## src/rtl/pipe_cla_addsub.sv

```systemverilog
// Pipelined carry-lookahead adder/subtractor: one BLOCK-wide lookahead group per stage,
// with the operands and partial sums skewed forward beside each beat under a single valid/ready stall.
module pipe_cla_addsub #(
    parameter int unsigned WIDTH = 8,
    parameter int unsigned BLOCK = 4
) (
    input  logic             clk,
    input  logic             rst_n,
    input  logic             in_valid,
    output logic             in_ready,
    input  logic [WIDTH-1:0] a,
    input  logic [WIDTH-1:0] b,
    input  logic             cin,
    input  logic             sub,
    output logic             out_valid,
    input  logic             out_ready,
    output logic [WIDTH-1:0] sum,
    output logic             cout,
    output logic             ovf
);

    localparam int unsigned STAGES = WIDTH / BLOCK;

    // Per-stage beat: the operand b is stored already conditioned for subtraction,
    // and carry holds the carry out of the most recently resolved group.
    typedef struct packed {
        logic             valid;
        logic             carry;
        logic [WIDTH-1:0] op_a;
        logic [WIDTH-1:0] op_b;
        logic [WIDTH-1:0] res;
    } beat_t;

    beat_t stage_q [STAGES];
    beat_t stage_d [STAGES];
    logic  ovf_q;
    logic  ovf_d;
    logic  adv;

    // Flat sum-of-products lookahead: every group carry comes straight from p/g and c0.
    function automatic logic [BLOCK:0] cla_carries(input logic [BLOCK-1:0] p,
                                                   input logic [BLOCK-1:0] g,
                                                   input logic             c0);
        logic [BLOCK:0] c;
        logic           pp;
        c    = '0;
        c[0] = c0;
        for (int i = 0; i < int'(BLOCK); i++) begin
            pp = 1'b1;
            for (int j = i; j >= 0; j--) begin
                c[i+1] = c[i+1] | (g[j] & pp);
                pp     = pp & p[j];
            end
            c[i+1] = c[i+1] | (pp & c0);
        end
        return c;
    endfunction

    assign adv      = !stage_q[STAGES-1].valid || out_ready;
    assign in_ready = adv;

    // Stage k resolves its group from the beat held by stage k-1 (stage 0: the input beat).
    always_comb begin
        beat_t          src;
        logic [BLOCK:0] cc;
        logic [BLOCK-1:0] pb;
        logic [BLOCK-1:0] gb;

        stage_d   = stage_q;
        ovf_d     = 1'b0;
        cc        = '0;
        pb        = '0;
        gb        = '0;
        src       = '0;
        src.valid = in_valid;
        src.carry = cin ^ sub;
        src.op_a  = a;
        src.op_b  = sub ? ~b : b;

        for (int k = 0; k < int'(STAGES); k++) begin
            pb = src.op_a[k*int'(BLOCK) +: BLOCK] ^ src.op_b[k*int'(BLOCK) +: BLOCK];
            gb = src.op_a[k*int'(BLOCK) +: BLOCK] & src.op_b[k*int'(BLOCK) +: BLOCK];
            cc = cla_carries(pb, gb, src.carry);

            stage_d[k]                           = src;
            stage_d[k].res[k*int'(BLOCK) +: BLOCK] = pb ^ cc[BLOCK-1:0];
            stage_d[k].carry                     = cc[BLOCK];

            if (k == int'(STAGES) - 1) begin
                ovf_d = cc[BLOCK] ^ cc[BLOCK-1];
            end

            src = stage_q[k];
        end
    end

    // Whole pipeline, bubbles included, moves only when the output slot can take a beat.
    always_ff @(posedge clk or negedge rst_n) begin
        if (!rst_n) begin
            for (int k = 0; k < int'(STAGES); k++) begin
                stage_q[k] <= '0;
            end
            ovf_q <= 1'b0;
        end else if (adv) begin
            stage_q <= stage_d;
            ovf_q   <= ovf_d;
        end
    end

    assign out_valid = stage_q[STAGES-1].valid;
    assign sum       = stage_q[STAGES-1].res;
    assign cout      = stage_q[STAGES-1].carry;
    assign ovf       = ovf_q;

endmodule

```

## config.mk

```make
export PLATFORM = sky130hd
export DESIGN_NAME = pipe_cla_addsub
export DESIGN_NICKNAME = d
export VERILOG_FILES = /design/src/rtl/pipe_cla_addsub.sv
export SDC_FILE = /design/constraint.sdc
export NUM_CORES = 1
export LEC_CHECK = 0
export CAP_MARGIN = 0
export CORE_MARGIN = 8
export CORE_UTILIZATION = 45
export DETAILED_ROUTE_END_ITERATION = 12
export PLACE_DENSITY = 0.74
export SLEW_MARGIN = 20
export SYNTH_ARGS = -nofsm -noshare
export SYNTH_HDL_FRONTEND = slang
export SYNTH_SLANG_ARGS = --single-unit
```

## constraint.sdc

```tcl
create_clock -name clk -period 2.02 [get_ports clk]
set_input_delay 0.202 -clock clk [delete_from_list [all_inputs] [get_ports clk]]
set_output_delay 0.202 -clock clk [all_outputs]
set_load 0.01 [all_outputs]
```

==> impl_metrics.xml, run 1 <==
<?xml version="1.0" encoding="UTF-8"?>
<metrics>
  <group name="setup_path">
    <metric name="critical_path_required" unit="ps">2260</metric>
    <metric name="cp_startpoint_kind" unit="">input pin</metric>
    <metric name="rr_endpoint" unit="">ovf</metric>
    <metric name="path_class" unit="">input pin to flop</metric>
    <metric name="worstSetupStartpoint" unit="">sub</metric>
    <metric name="rr_worst_depth" unit="">5</metric>
    <metric name="critPathMaxFanout" unit="">5</metric>
    <metric name="cp.arrival" unit="ps">1920</metric>
    <metric name="rr_startpoint" unit="">stage_d[12]</metric>
    <metric name="reg_to_reg_slack_setup" unit="ps">430</metric>
    <metric name="setup.worst_path.end_class" unit="">flop</metric>
  </group>
  <group name="finish">
    <metric name="mostFrequentLayoutCell" unit="">sky130_fd_sc_hd__nand2_1</metric>
    <metric name="number_of_nets_in_the_finished_design" unit="">206</metric>
    <metric name="layout_common_cells" unit="">sky130_fd_sc_hd__nand2_1, sky130_fd_sc_hd__clkdlybuf4s50_1, sky130_fd_sc_hd__dfrtp_1</metric>
    <metric name="antenna_cells_inserted" unit="">0</metric>
    <metric name="drive_gt1_share" unit="%">8.09</metric>
    <metric name="synthToLayoutAreaGrowth" unit="%">25.5</metric>
  </group>
  <group name="route">
    <metric name="routed-via-count" unit="">1026</metric>
    <metric name="route.antenna.remaining_nets" unit="">0</metric>
    <metric name="drt_drc_violations_left" unit="">0</metric>
    <metric name="wl_per_cell" unit="um">13.1</metric>
    <metric name="first_pass_iters" unit="">4</metric>
    <metric name="post_drt_via_cell_ratio" unit="">4.98</metric>
    <metric name="dr.first_iter.drc_count" unit="">20</metric>
    <metric name="routed_wl" unit="mm">2.70</metric>
  </group>
  <group name="yosys">
    <metric name="synthesis_warning_total" unit="">0</metric>
    <metric name="synth.avg_cell_area" unit="um2">9.59</metric>
    <metric name="synth.ff_latch_count" unit="">25</metric>
    <metric name="synth_fp_nets" unit="">176</metric>
    <metric name="syn-instance-count" unit="">144</metric>
    <metric name="synth_cell_types" unit="">29</metric>
    <metric name="syn_area" unit="um2">1380</metric>
    <metric name="synth_sequential_area_ratio" unit="%">45.3</metric>
  </group>
  <group name="die">
    <metric name="fp-row-count" unit="">20</metric>
    <metric name="die_height" unit="um">71.4</metric>
    <metric name="die_area" unit="um2">5100</metric>
    <metric name="start_util" unit="%">46.4</metric>
    <metric name="io_pins" unit="">34</metric>
    <metric name="floorplan.die.width" unit="um">71.4</metric>
    <metric name="core" unit="um2">2980</metric>
  </group>
  <group name="cts">
    <metric name="clock_sinks" unit="">25</metric>
    <metric name="clock_tree.buffer_depth" unit="">2</metric>
    <metric name="clkSlewWorstSetupHoldPaths" unit="ps">140</metric>
    <metric name="cts.repair_timing.setup_buffer_count" unit="">0</metric>
    <metric name="cts_hold_buffers" unit="">0</metric>
    <metric name="cts_buffers" unit="">3</metric>
    <metric name="htree_levels" unit="">1</metric>
    <metric name="clock_tree.root_cell" unit="">sky130_fd_sc_hd__clkbuf_4</metric>
    <metric name="cts-resized-gates" unit="">0</metric>
    <metric name="clock_latency" unit="ps">320</metric>
    <metric name="tritoncts" unit="">yes</metric>
  </group>
  <group name="power">
    <metric name="cell_internal_pwr" unit="uW">1040</metric>
    <metric name="power_per_cell_area" unit="nW/um2">894</metric>
    <metric name="seqPwrFrac" unit="%">45.3</metric>
    <metric name="leakagePower" unit="uW">0.000799</metric>
    <metric name="clock_power_share" unit="%">14.3</metric>
    <metric name="p_switching" unit="uW">509</metric>
    <metric name="share_of_power_burned_in_combinational_logic" unit="%">40.4</metric>
    <metric name="peakVddDrop" unit="mV">0.255</metric>
    <metric name="total_power" unit="uW">1550</metric>
    <metric name="power.share.switching" unit="%">32.9</metric>
  </group>
  <group name="timing">
    <metric name="setup_viol_count_final" unit="">0</metric>
    <metric name="timing.final.max_slew_violations" unit="">0</metric>
    <metric name="finalCriticalPeriod" unit="ps">1680</metric>
    <metric name="skew" unit="ps">7.05</metric>
    <metric name="timing.fmax" unit="MHz">596</metric>
    <metric name="totalNegativeSetupSlack" unit="ps">0</metric>
    <metric name="worst-slew-pin-transition" unit="ps">315</metric>
    <metric name="fin_crit_sh" unit="%">83.1</metric>
    <metric name="max_slew_margin" unit="%">78.9</metric>
    <metric name="setup_repair_after_global_routing_missed_its_margin" unit="">no</metric>
    <metric name="finalHoldViolations" unit="">0</metric>
  </group>
  <group name="grt">
    <metric name="grt_overflow" unit="">0</metric>
    <metric name="first_pass_grt_wire_length" unit="mm">4.73</metric>
    <metric name="grt_start_max_net_pins" unit="">32</metric>
    <metric name="antenna_found_initial" unit="">0</metric>
    <metric name="grt_pass1_vias" unit="">1094</metric>
    <metric name="grtUsageTotal" unit="%">11.5</metric>
  </group>
  <group name="placement">
    <metric name="hpwlAfterDp" unit="mm">2.19</metric>
    <metric name="port_buffers" unit="">33</metric>
    <metric name="final_weighted_congestion_in_routability_driven_placement" unit="">0.758</metric>
  </group>
  <group name="run_status">
    <metric name="run_status" unit="">complete, no violations</metric>
  </group>
  <group name="min_path">
    <metric name="min-delay-path-class" unit="">input pin to asynchronous set/reset pin</metric>
  </group>
  <group name="job">
    <metric name="cap_violations" unit="">0</metric>
  </group>
</metrics>
## layout make-up
| cell class | count | area, um2 |
|---|---|---|
| clock buffers | 3 | 22.5 |
| clock inverters | 1 | 5.00 |
| fillers | 282 | 1240 |
| inverters | 7 | 26.3 |
| multi-input cells | 98 | 637 |
| flip-flops and latches | 25 | 626 |
| well taps | 33 | 41.3 |
| repair buffers | 39 | 375 |
## critical path: stages
cell	delay, ps
sky130_fd_sc_hd__clkdlybuf4s50_1	520
sky130_fd_sc_hd__buf_4	170
sky130_fd_sc_hd__xor2_1	150
sky130_fd_sc_hd__ha_1	270
sky130_fd_sc_hd__nand3_1	110
sky130_fd_sc_hd__o22ai_2	100
sky130_fd_sc_hd__o21a_1	190
sky130_fd_sc_hd__o31ai_2	200
## per-layer routing
metal / wire [um] / GRT usage (%) / up-vias
li1: - / - / 518
met1: 1140 / 12.5 / 481
met2: 1360 / 20.5 / 23
met3: 132 / 2.37 / 4
met4: 60 / 6.24 / 0
met5: 0 / 0 / -
## flip-flops by register name (all words and copies together) (netlist names)
name,cells
cout,1
sum,8
stage_d,13
ovf,1
stage_q,1
out_valid,1
## power by group through the flow
stage | combinational [uW] | sequential, uW | clock, uW
final | 626 | 702 | 222
after floorplan | 428 | 704 | 0
after global placement | 611 | 707 | 0
after global routing | 697 | 722 | 245
after CTS | 637 | 706 | 230
after detailed placement | 635 | 717 | 0
## how the worst max path moves through the flow
| stage | slack [ps] | endpoint | depth (start not counted) |
|---|---|---|---|
| finish | 340 | stage_d[3] | 8 |
| global placement | 60 | stage_d[3] | 8 |
| floorplan | 450 | stage_d[3] | 7 |
| global route | 220 | stage_d[3] | 7 |
| detailed placement | -1 | stage_d[3] | 8 |
| CTS | 330 | in_ready | 3 |
## through the flow
stage | hold WS (ps) | utilization (%) | cell area, um2 | setup WS, ps | std cells
floorplan | -93.6 | - | 1380 | 447 | 144
detailed placement | 452 | 57.3 | 1710 | -1.22 | 202
global placement | 444 | 57.3 | 1710 | 59.7 | 202
CTS | 241 | 58.2 | 1730 | 328 | 206
global route | 270 | 58.2 | 1730 | 218 | 206
finish | 236 | 58.2 | 1730 | 341 | 206
## synthesized netlist by cell type (all sizes together)
library cell / count / area [um2]
o211ai: 2 / 15.0
a211oi: 2 / 15.0
dfrtp: 25 / 626
a21o: 1 / 7.51
o22ai: 1 / 12.5
nand3: 1 / 5.00
xor2: 7 / 61.3
clkbuf: 3 / 11.3
o21a: 1 / 7.51
o21ai: 9 / 45.0
nor3: 1 / 5.00
fa: 2 / 40.0
a21oi: 9 / 45.0
nor2: 9 / 33.8
o31ai: 2 / 20.0
inv: 7 / 26.3
nor2b: 1 / 6.26
nand2b: 1 / 6.26
mux2i: 1 / 10.0
xnor2: 5 / 62.6
nand2: 34 / 128
o21bai: 1 / 11.3
buf: 11 / 81.3
ha: 8 / 100
## logic make-up (layout without fill, tap and decap cells)
logic type,Yosys count,count (layout),share of synthesized area [%]
simple gates,47,47,13.3
compound gates,28,28,13.0
flops,25,25,45.3
buf+inv,21,50,8.61
xor+xnor,12,12,8.97
fa+ha+maj,10,10,10.1
mux,1,1,0.725
No activity file was read; power rests on OpenSTA's default activity.
==> run 2, diff against run 1 <==
Settings changed: CORE_UTILIZATION 45 to 44, PLACE_DENSITY 0.74 to 0.75.
Clock period 2.02 ns to 1.5 ns, I/O delays scaled along.
==> run 2 against run 1 <==
Net effect: final cell count is 7.3% higher; critical path type is now flop to flop; global-route usage is 0.80 points lower; worst setup slack worse by 340 ps; die area is 1.8% higher; highest routed layer unchanged; register-to-register slack worse by 420 ps; sequential power is 36% higher; combinational power is 46% higher; power is 40% higher; sequential cell count stayed put; clock power is 35% higher; critical path depth is 3 lower; routed wire length is 1.4% higher; critical endpoint is now ovf; largest power group unchanged.
==> impl_metrics.xml, run 2 (synthesis results as in run 1) <==
<?xml version="1.0" encoding="UTF-8"?>
<metrics>
  <group name="run_status">
    <metric name="run_status" unit="">complete, no violations</metric>
  </group>
  <group name="route">
    <metric name="dr.first_iter.drc_count" unit="">30</metric>
    <metric name="post_drt_via_cell_ratio" unit="">4.79</metric>
    <metric name="route.antenna.remaining_nets" unit="">0</metric>
    <metric name="routed_wl" unit="mm">2.73</metric>
    <metric name="first_pass_iters" unit="">4</metric>
    <metric name="routed-via-count" unit="">1059</metric>
    <metric name="drt_drc_violations_left" unit="">0</metric>
    <metric name="wl_per_cell" unit="um">12.4</metric>
  </group>
  <group name="cts">
    <metric name="clock_tree.buffer_depth" unit="">2</metric>
    <metric name="tritoncts" unit="">yes</metric>
    <metric name="clock_sinks" unit="">25</metric>
    <metric name="clock_tree.root_cell" unit="">sky130_fd_sc_hd__clkbuf_4</metric>
    <metric name="clkSlewWorstSetupHoldPaths" unit="ps">140</metric>
    <metric name="clock_latency" unit="ps">320</metric>
    <metric name="cts_buffers" unit="">3</metric>
    <metric name="cts_hold_buffers" unit="">0</metric>
    <metric name="htree_levels" unit="">1</metric>
  </group>
  <group name="timing">
    <metric name="setup_repair_after_global_routing_missed_its_margin" unit="">yes</metric>
    <metric name="timing.final.max_slew_violations" unit="">0</metric>
    <metric name="skew" unit="ps">10.3</metric>
    <metric name="finalCriticalPeriod" unit="ps">1490</metric>
    <metric name="max_slew_margin" unit="%">79.3</metric>
    <metric name="timing.fmax" unit="MHz">669</metric>
    <metric name="finalHoldViolations" unit="">0</metric>
    <metric name="fin_crit_sh" unit="%">99.7</metric>
    <metric name="totalNegativeSetupSlack" unit="ps">0</metric>
    <metric name="worst-slew-pin-transition" unit="ps">311</metric>
    <metric name="setup_viol_count_final" unit="">0</metric>
    <metric name="final.hold.worst_slack" unit="ps">170</metric>
  </group>
  <group name="die">
    <metric name="start_util" unit="%">45.6</metric>
    <metric name="core" unit="um2">3030</metric>
    <metric name="fp-row-count" unit="">20</metric>
    <metric name="floorplan.die.width" unit="um">72.0</metric>
    <metric name="die_height" unit="um">72.0</metric>
    <metric name="io_pins" unit="">34</metric>
    <metric name="die_area" unit="um2">5190</metric>
  </group>
  <group name="placement">
    <metric name="hpwlAfterDp" unit="mm">2.13</metric>
    <metric name="final_weighted_congestion_in_routability_driven_placement" unit="">0.765</metric>
    <metric name="postPlaceCellArea" unit="um2">1740</metric>
    <metric name="port_buffers" unit="">33</metric>
  </group>
  <group name="grt">
    <metric name="grt_start_max_net_pins" unit="">32</metric>
    <metric name="grtUsageTotal" unit="%">10.7</metric>
    <metric name="grt_pass1_vias" unit="">1077</metric>
    <metric name="gr-usage-met2" unit="%">19.8</metric>
    <metric name="grt.busiest_layer" unit="">met2</metric>
    <metric name="antenna_found_initial" unit="">0</metric>
    <metric name="grt_overflow" unit="">0</metric>
    <metric name="grt_util_met1" unit="%">11.0</metric>
    <metric name="met3_demand_to_capacity_share_in_global_routing" unit="%">2.20</metric>
    <metric name="first_pass_grt_wire_length" unit="mm">4.43</metric>
  </group>
  <group name="setup_path">
    <metric name="path_class" unit="">flop to flop</metric>
    <metric name="cp.arrival" unit="ps">1700</metric>
    <metric name="critical_path_required" unit="ps">1710</metric>
    <metric name="critPathMaxFanout" unit="">3</metric>
    <metric name="cp_startpoint_kind" unit="">flop</metric>
    <metric name="setup.worst_path.end_class" unit="">flop</metric>
  </group>
  <group name="finish">
    <metric name="synthToLayoutAreaGrowth" unit="%">32.1</metric>
    <metric name="largest_reg_flops" unit="">13</metric>
    <metric name="drive_gt1_share" unit="%">13.0</metric>
    <metric name="antenna_cells_inserted" unit="">0</metric>
    <metric name="layout.cell_area.non_filler" unit="um2">1820</metric>
    <metric name="layout.core_utilization" unit="%">60.2</metric>
    <metric name="final.fill_count" unit="">267</metric>
    <metric name="layout_common_cells" unit="">sky130_fd_sc_hd__nand2_1, sky130_fd_sc_hd__clkdlybuf4s50_1, sky130_fd_sc_hd__dfrtp_1</metric>
    <metric name="mostFrequentLayoutCell" unit="">sky130_fd_sc_hd__nand2_1</metric>
    <metric name="number_of_nets_in_the_finished_design" unit="">210</metric>
  </group>
  <group name="power">
    <metric name="leakagePower" unit="uW">0.000828</metric>
    <metric name="seqPwrFrac" unit="%">43.9</metric>
    <metric name="total_power" unit="uW">2170</metric>
    <metric name="clock_power_share" unit="%">13.8</metric>
    <metric name="power_per_cell_area" unit="nW/um2">1190</metric>
    <metric name="peakVddDrop" unit="mV">0.437</metric>
    <metric name="cell_internal_pwr" unit="uW">1460</metric>
    <metric name="share_of_power_burned_in_combinational_logic" unit="%">42.2</metric>
    <metric name="p_switching" unit="uW">710</metric>
    <metric name="power.share.switching" unit="%">32.7</metric>
  </group>
  <group name="min_path">
    <metric name="min-delay-path-class" unit="">input pin to asynchronous set/reset pin</metric>
  </group>
  <group name="job">
    <metric name="cap_violations" unit="">0</metric>
  </group>
</metrics>
run 2: metal layers:
metal / share of wire [%] / vias to the layer above
met5: 0 / -
met4: 0.91 / 0
met3: 4.5 / 2
met2: 53 / 23
met1: 42 / 509
li1: - / 525
run 2: what timing repair did:
item	in CTS	in global routing
pin swaps	2	10
resized for setup	4	5
setup buffers	0	2
setup endpoints to repair	7	4
run 2: layout make-up:
cell class              count  area, um2  area share, %
multi-input cells          98        682           37.4
flip-flops and latches     25        626           34.3
repair buffers             43        405           22.2
well taps                  44       55.1           3.02
inverters                   7       26.3           1.44
clock buffers               3       22.5           1.23
clock inverters             1       7.51          0.412
run 2: power by group through the flow:
stage                     combinational (uW)  clock [uW]  sequential [uW]
after detailed placement                 866           0              962
after CTS                                876         319              948
after global routing                    1010         346              976
final                                    916         300              953
after floorplan                          579           0              948
after global placement                   839           0              952
run 2: critical path: stages (launching register included):
cell and delay [ps]:
sky130_fd_sc_hd__dfrtp_1 440, sky130_fd_sc_hd__ha_4 260, sky130_fd_sc_hd__a211oi_4 250, sky130_fd_sc_hd__o21bai_2 130, sky130_fd_sc_hd__mux2i_1 210, sky130_fd_sc_hd__a21oi_1 100
run 2: path summary, 6_finish.rpt:
kind | cells after the start | start | to | slack [ps]
worst max-delay path | 5 | stage_d[20] | ovf | 5
worst min-delay path | 2 | rst_n | stage_d[22] | 170
worst max register to register | 5 | stage_d[20] | ovf | 5
worst min register to register | 2 | sum[0] | sum[0] | 490
max in group asynchronous | 2 | rst_n | stage_q[50] | 1090
min in group clk | 3 | in_valid | stage_d[25] | 350
run 2: per-stage QoR:
step | std cells | setup WS [ps]
floorplan | 144 | 13.6
global placement | 215 | -409
detailed placement | 215 | -511
CTS | 219 | -16.6
global route | 221 | -86.7
finish | 221 | 5.04
==> run 3, diff against run 2 <==
Settings changed: CORE_UTILIZATION 44 to 45, CTS_BUF_LIST from default to sky130_fd_sc_hd__clkbuf_4, PLACE_DENSITY 0.75 to 0.77.
==> run 3 against run 2 <==
Net effect: the flow now finishes with violations (setup timing); core utilization up 2.9 points; count of clock-buffer cells in the layout unchanged; combinational power is 3.8% higher; cell area increased by 3.0%; sequential cell count stayed put; global-route usage is 0.77 points higher; clock power grew 2%; via count grew 0.76%; first-iteration DRC count grew 140%; fmax decreased by 1.0%; die area is 1.7% lower; sequential share of layout area shrank 1.0 points; largest power group unchanged.
==> impl_metrics.xml, run 3 (synthesis results as in run 1) <==
<?xml version="1.0" encoding="UTF-8"?>
<metrics>
  <group name="cts">
    <metric name="clock_latency" unit="ps">310</metric>
    <metric name="clock_tree.root_cell" unit="">sky130_fd_sc_hd__clkbuf_4</metric>
    <metric name="clkSlewWorstSetupHoldPaths" unit="ps">140</metric>
    <metric name="htree_levels" unit="">1</metric>
    <metric name="clock_tree.buffer_depth" unit="">2</metric>
    <metric name="clock_sinks" unit="">25</metric>
    <metric name="tritoncts" unit="">yes</metric>
    <metric name="cts_hold_buffers" unit="">0</metric>
    <metric name="cts_buffers" unit="">3</metric>
  </group>
  <group name="die">
    <metric name="core" unit="um2">2980</metric>
    <metric name="die_height" unit="um">71.4</metric>
    <metric name="start_util" unit="%">46.4</metric>
    <metric name="io_pins" unit="">34</metric>
    <metric name="die_area" unit="um2">5100</metric>
    <metric name="fp-row-count" unit="">20</metric>
    <metric name="floorplan.die.width" unit="um">71.4</metric>
  </group>
  <group name="route">
    <metric name="routed_wl" unit="mm">2.94</metric>
    <metric name="post_drt_via_cell_ratio" unit="">5.01</metric>
    <metric name="wl_per_cell" unit="um">13.8</metric>
    <metric name="dr.first_iter.drc_count" unit="">71</metric>
    <metric name="route.antenna.remaining_nets" unit="">0</metric>
    <metric name="routed-via-count" unit="">1067</metric>
    <metric name="first_pass_iters" unit="">6</metric>
    <metric name="drt_drc_violations_left" unit="">0</metric>
  </group>
  <group name="finish">
    <metric name="largest_reg_flops" unit="">13</metric>
    <metric name="seq_area" unit="um2">626</metric>
    <metric name="antenna_cells_inserted" unit="">0</metric>
    <metric name="post_layout_nonfiller_instances" unit="">213</metric>
    <metric name="drive_gt1_share" unit="%">17.8</metric>
    <metric name="final.fill_count" unit="">248</metric>
    <metric name="layout_common_cells" unit="">sky130_fd_sc_hd__nand2_1, sky130_fd_sc_hd__clkdlybuf4s50_1, sky130_fd_sc_hd__dfrtp_1</metric>
    <metric name="number_of_nets_in_the_finished_design" unit="">213</metric>
    <metric name="synthToLayoutAreaGrowth" unit="%">36.1</metric>
    <metric name="layout.cell_area.non_filler" unit="um2">1880</metric>
    <metric name="multiInputGateArea" unit="um2">717</metric>
    <metric name="mostFrequentLayoutCell" unit="">sky130_fd_sc_hd__nand2_1</metric>
  </group>
  <group name="run_status">
    <metric name="failed_checks" unit="">setup timing</metric>
    <metric name="run_status" unit="">finished with violations</metric>
  </group>
  <group name="setup_path">
    <metric name="critical_path_required" unit="ps">1710</metric>
    <metric name="cp.buffers_inverters" unit="">0</metric>
    <metric name="cell_with_the_largest_stage_delay_on_the_worst_path" unit="">sky130_fd_sc_hd__dfrtp_1</metric>
    <metric name="critical_path.top_delay_family" unit="">compound AO/OA/AOI/OAI gates</metric>
    <metric name="path_class" unit="">flop to flop</metric>
    <metric name="cp_startpoint_kind" unit="">flop</metric>
    <metric name="slowest_delay" unit="ps">440</metric>
    <metric name="critPathMaxFanout" unit="">3</metric>
    <metric name="setup.worst_path.end_class" unit="">flop</metric>
    <metric name="crit_path_cell_trace" unit="">ha_4, a211oi_2, o21bai_2, mux2i_1, a21oi_1</metric>
    <metric name="cp.arrival" unit="ps">1720</metric>
  </group>
  <group name="min_path">
    <metric name="min-delay-path-class" unit="">input pin to asynchronous set/reset pin</metric>
  </group>
  <group name="timing">
    <metric name="timing.fmax" unit="MHz">662</metric>
    <metric name="finalCriticalPeriod" unit="ps">1510</metric>
    <metric name="setup_viol_count_final" unit="">1</metric>
    <metric name="fin_crit_sh" unit="%">101</metric>
    <metric name="totalNegativeSetupSlack" unit="ps">-10.0</metric>
    <metric name="worst-slew-pin-transition" unit="ps">314</metric>
    <metric name="setup_repair_after_global_routing_missed_its_margin" unit="">yes</metric>
    <metric name="skew" unit="ps">0.553</metric>
    <metric name="minimum_setup_slack_in_the_final_design" unit="ps">-10.0</metric>
    <metric name="timing.final.max_slew_violations" unit="">0</metric>
    <metric name="finalHoldViolations" unit="">0</metric>
    <metric name="max_slew_margin" unit="%">79.1</metric>
  </group>
  <group name="placement">
    <metric name="final_weighted_congestion_in_routability_driven_placement" unit="">0.821</metric>
    <metric name="port_buffers" unit="">33</metric>
    <metric name="postPlaceCellArea" unit="um2">1750</metric>
    <metric name="hpwlAfterDp" unit="mm">2.24</metric>
    <metric name="placedCellCount" unit="">206</metric>
  </group>
  <group name="grt">
    <metric name="antenna_found_initial" unit="">0</metric>
    <metric name="grt_overflow" unit="">0</metric>
    <metric name="grt_start_max_net_pins" unit="">26</metric>
    <metric name="grt_pass1_vias" unit="">1090</metric>
    <metric name="grtUsageTotal" unit="%">11.5</metric>
    <metric name="first_pass_grt_wire_length" unit="mm">4.75</metric>
  </group>
  <group name="power">
    <metric name="peakVddDrop" unit="mV">0.400</metric>
    <metric name="power_per_cell_area" unit="nW/um2">1180</metric>
    <metric name="leakagePower" unit="uW">0.000858</metric>
  </group>
  <group name="job">
    <metric name="cap_violations" unit="">0</metric>
  </group>
</metrics>
## run 3: changes by cell type in the layout (fill, tap and decap cells not counted), moves of 2 or more
cell / delta
sky130_fd_sc_hd__buf_4: +2
sky130_fd_sc_hd__ha_1: -2
sky130_fd_sc_hd__xor2_1: -2
sky130_fd_sc_hd__xor2_2: +2
sky130_fd_sc_hd__ha_4: +2
## run 3: what timing repair did
action	4_1_cts	5_1_grt
setup endpoints to repair	8	5
gates resized for setup	4	12
pin swaps	1	7
setup buffers	0	3
## run 3: worst register-to-register path: cells and delay by family, from the launching register on
| kind | cells | cell delay [ps] |
|---|---|---|
| muxes | 1 | 190 |
| adders and majority gates | 1 | 260 |
| AOI/OAI and AO/OA | 3 | 510 |
| DFF | 1 | 440 |
## run 3: through the flow
step / hold slack [ps] / setup WS (ps) / power (uW) / utilization, %
final: 180 / -10.0 / 2220 / 63.1
after global routing: 198 / -82.8 / 2370 / 63.1
after floorplan: -146 / 13.6 / 1530 / -
after global placement: 446 / -405 / 1810 / 58.8
after CTS: 184 / -99.6 / 2160 / 60.0
after detailed placement: 461 / -550 / 1850 / 58.8
## run 3: per-layer routing
metal	global-route usage [%]	vias to the layer above	routed length, um
li1	-	531	-
met3	3.21	2	205
met4	4.16	0	27
met1	11.9	508	1100
met2	21.4	26	1610
met5	0	-	0
## run 3: final cells by class
cell class                      count  share of cell area [%]
Sequential cell                    25                    33.3
Tap cell                           33                    2.20
Timing Repair Buffer               46                    23.4
Multi-Input combinational cell     98                    38.1
Clock buffer                        3                    1.20
Inverter                            7                    1.40
Clock inverter                      1                   0.399
## run 3: worst paths after layout
check	from	end	slack (ps)	depth (start not counted)
min in group clk	a[5]	stage_d[21]	360	3
max	stage_d[12]	ovf	-10	5
max reg2reg	stage_d[12]	ovf	-10	5
min reg2reg	stage_d[25]	stage_d[25]	490	2
min	rst_n	sum[3]	180	2
max in group asynchronous	rst_n	stage_d[22]	1080	2
## run 3: report_power, final
part	total (uW)	internal (uW)	switching, uW
Combinational	951	530	421
Sequential	962	850	112
Clock	307	102	206
Total	2220	1480	739
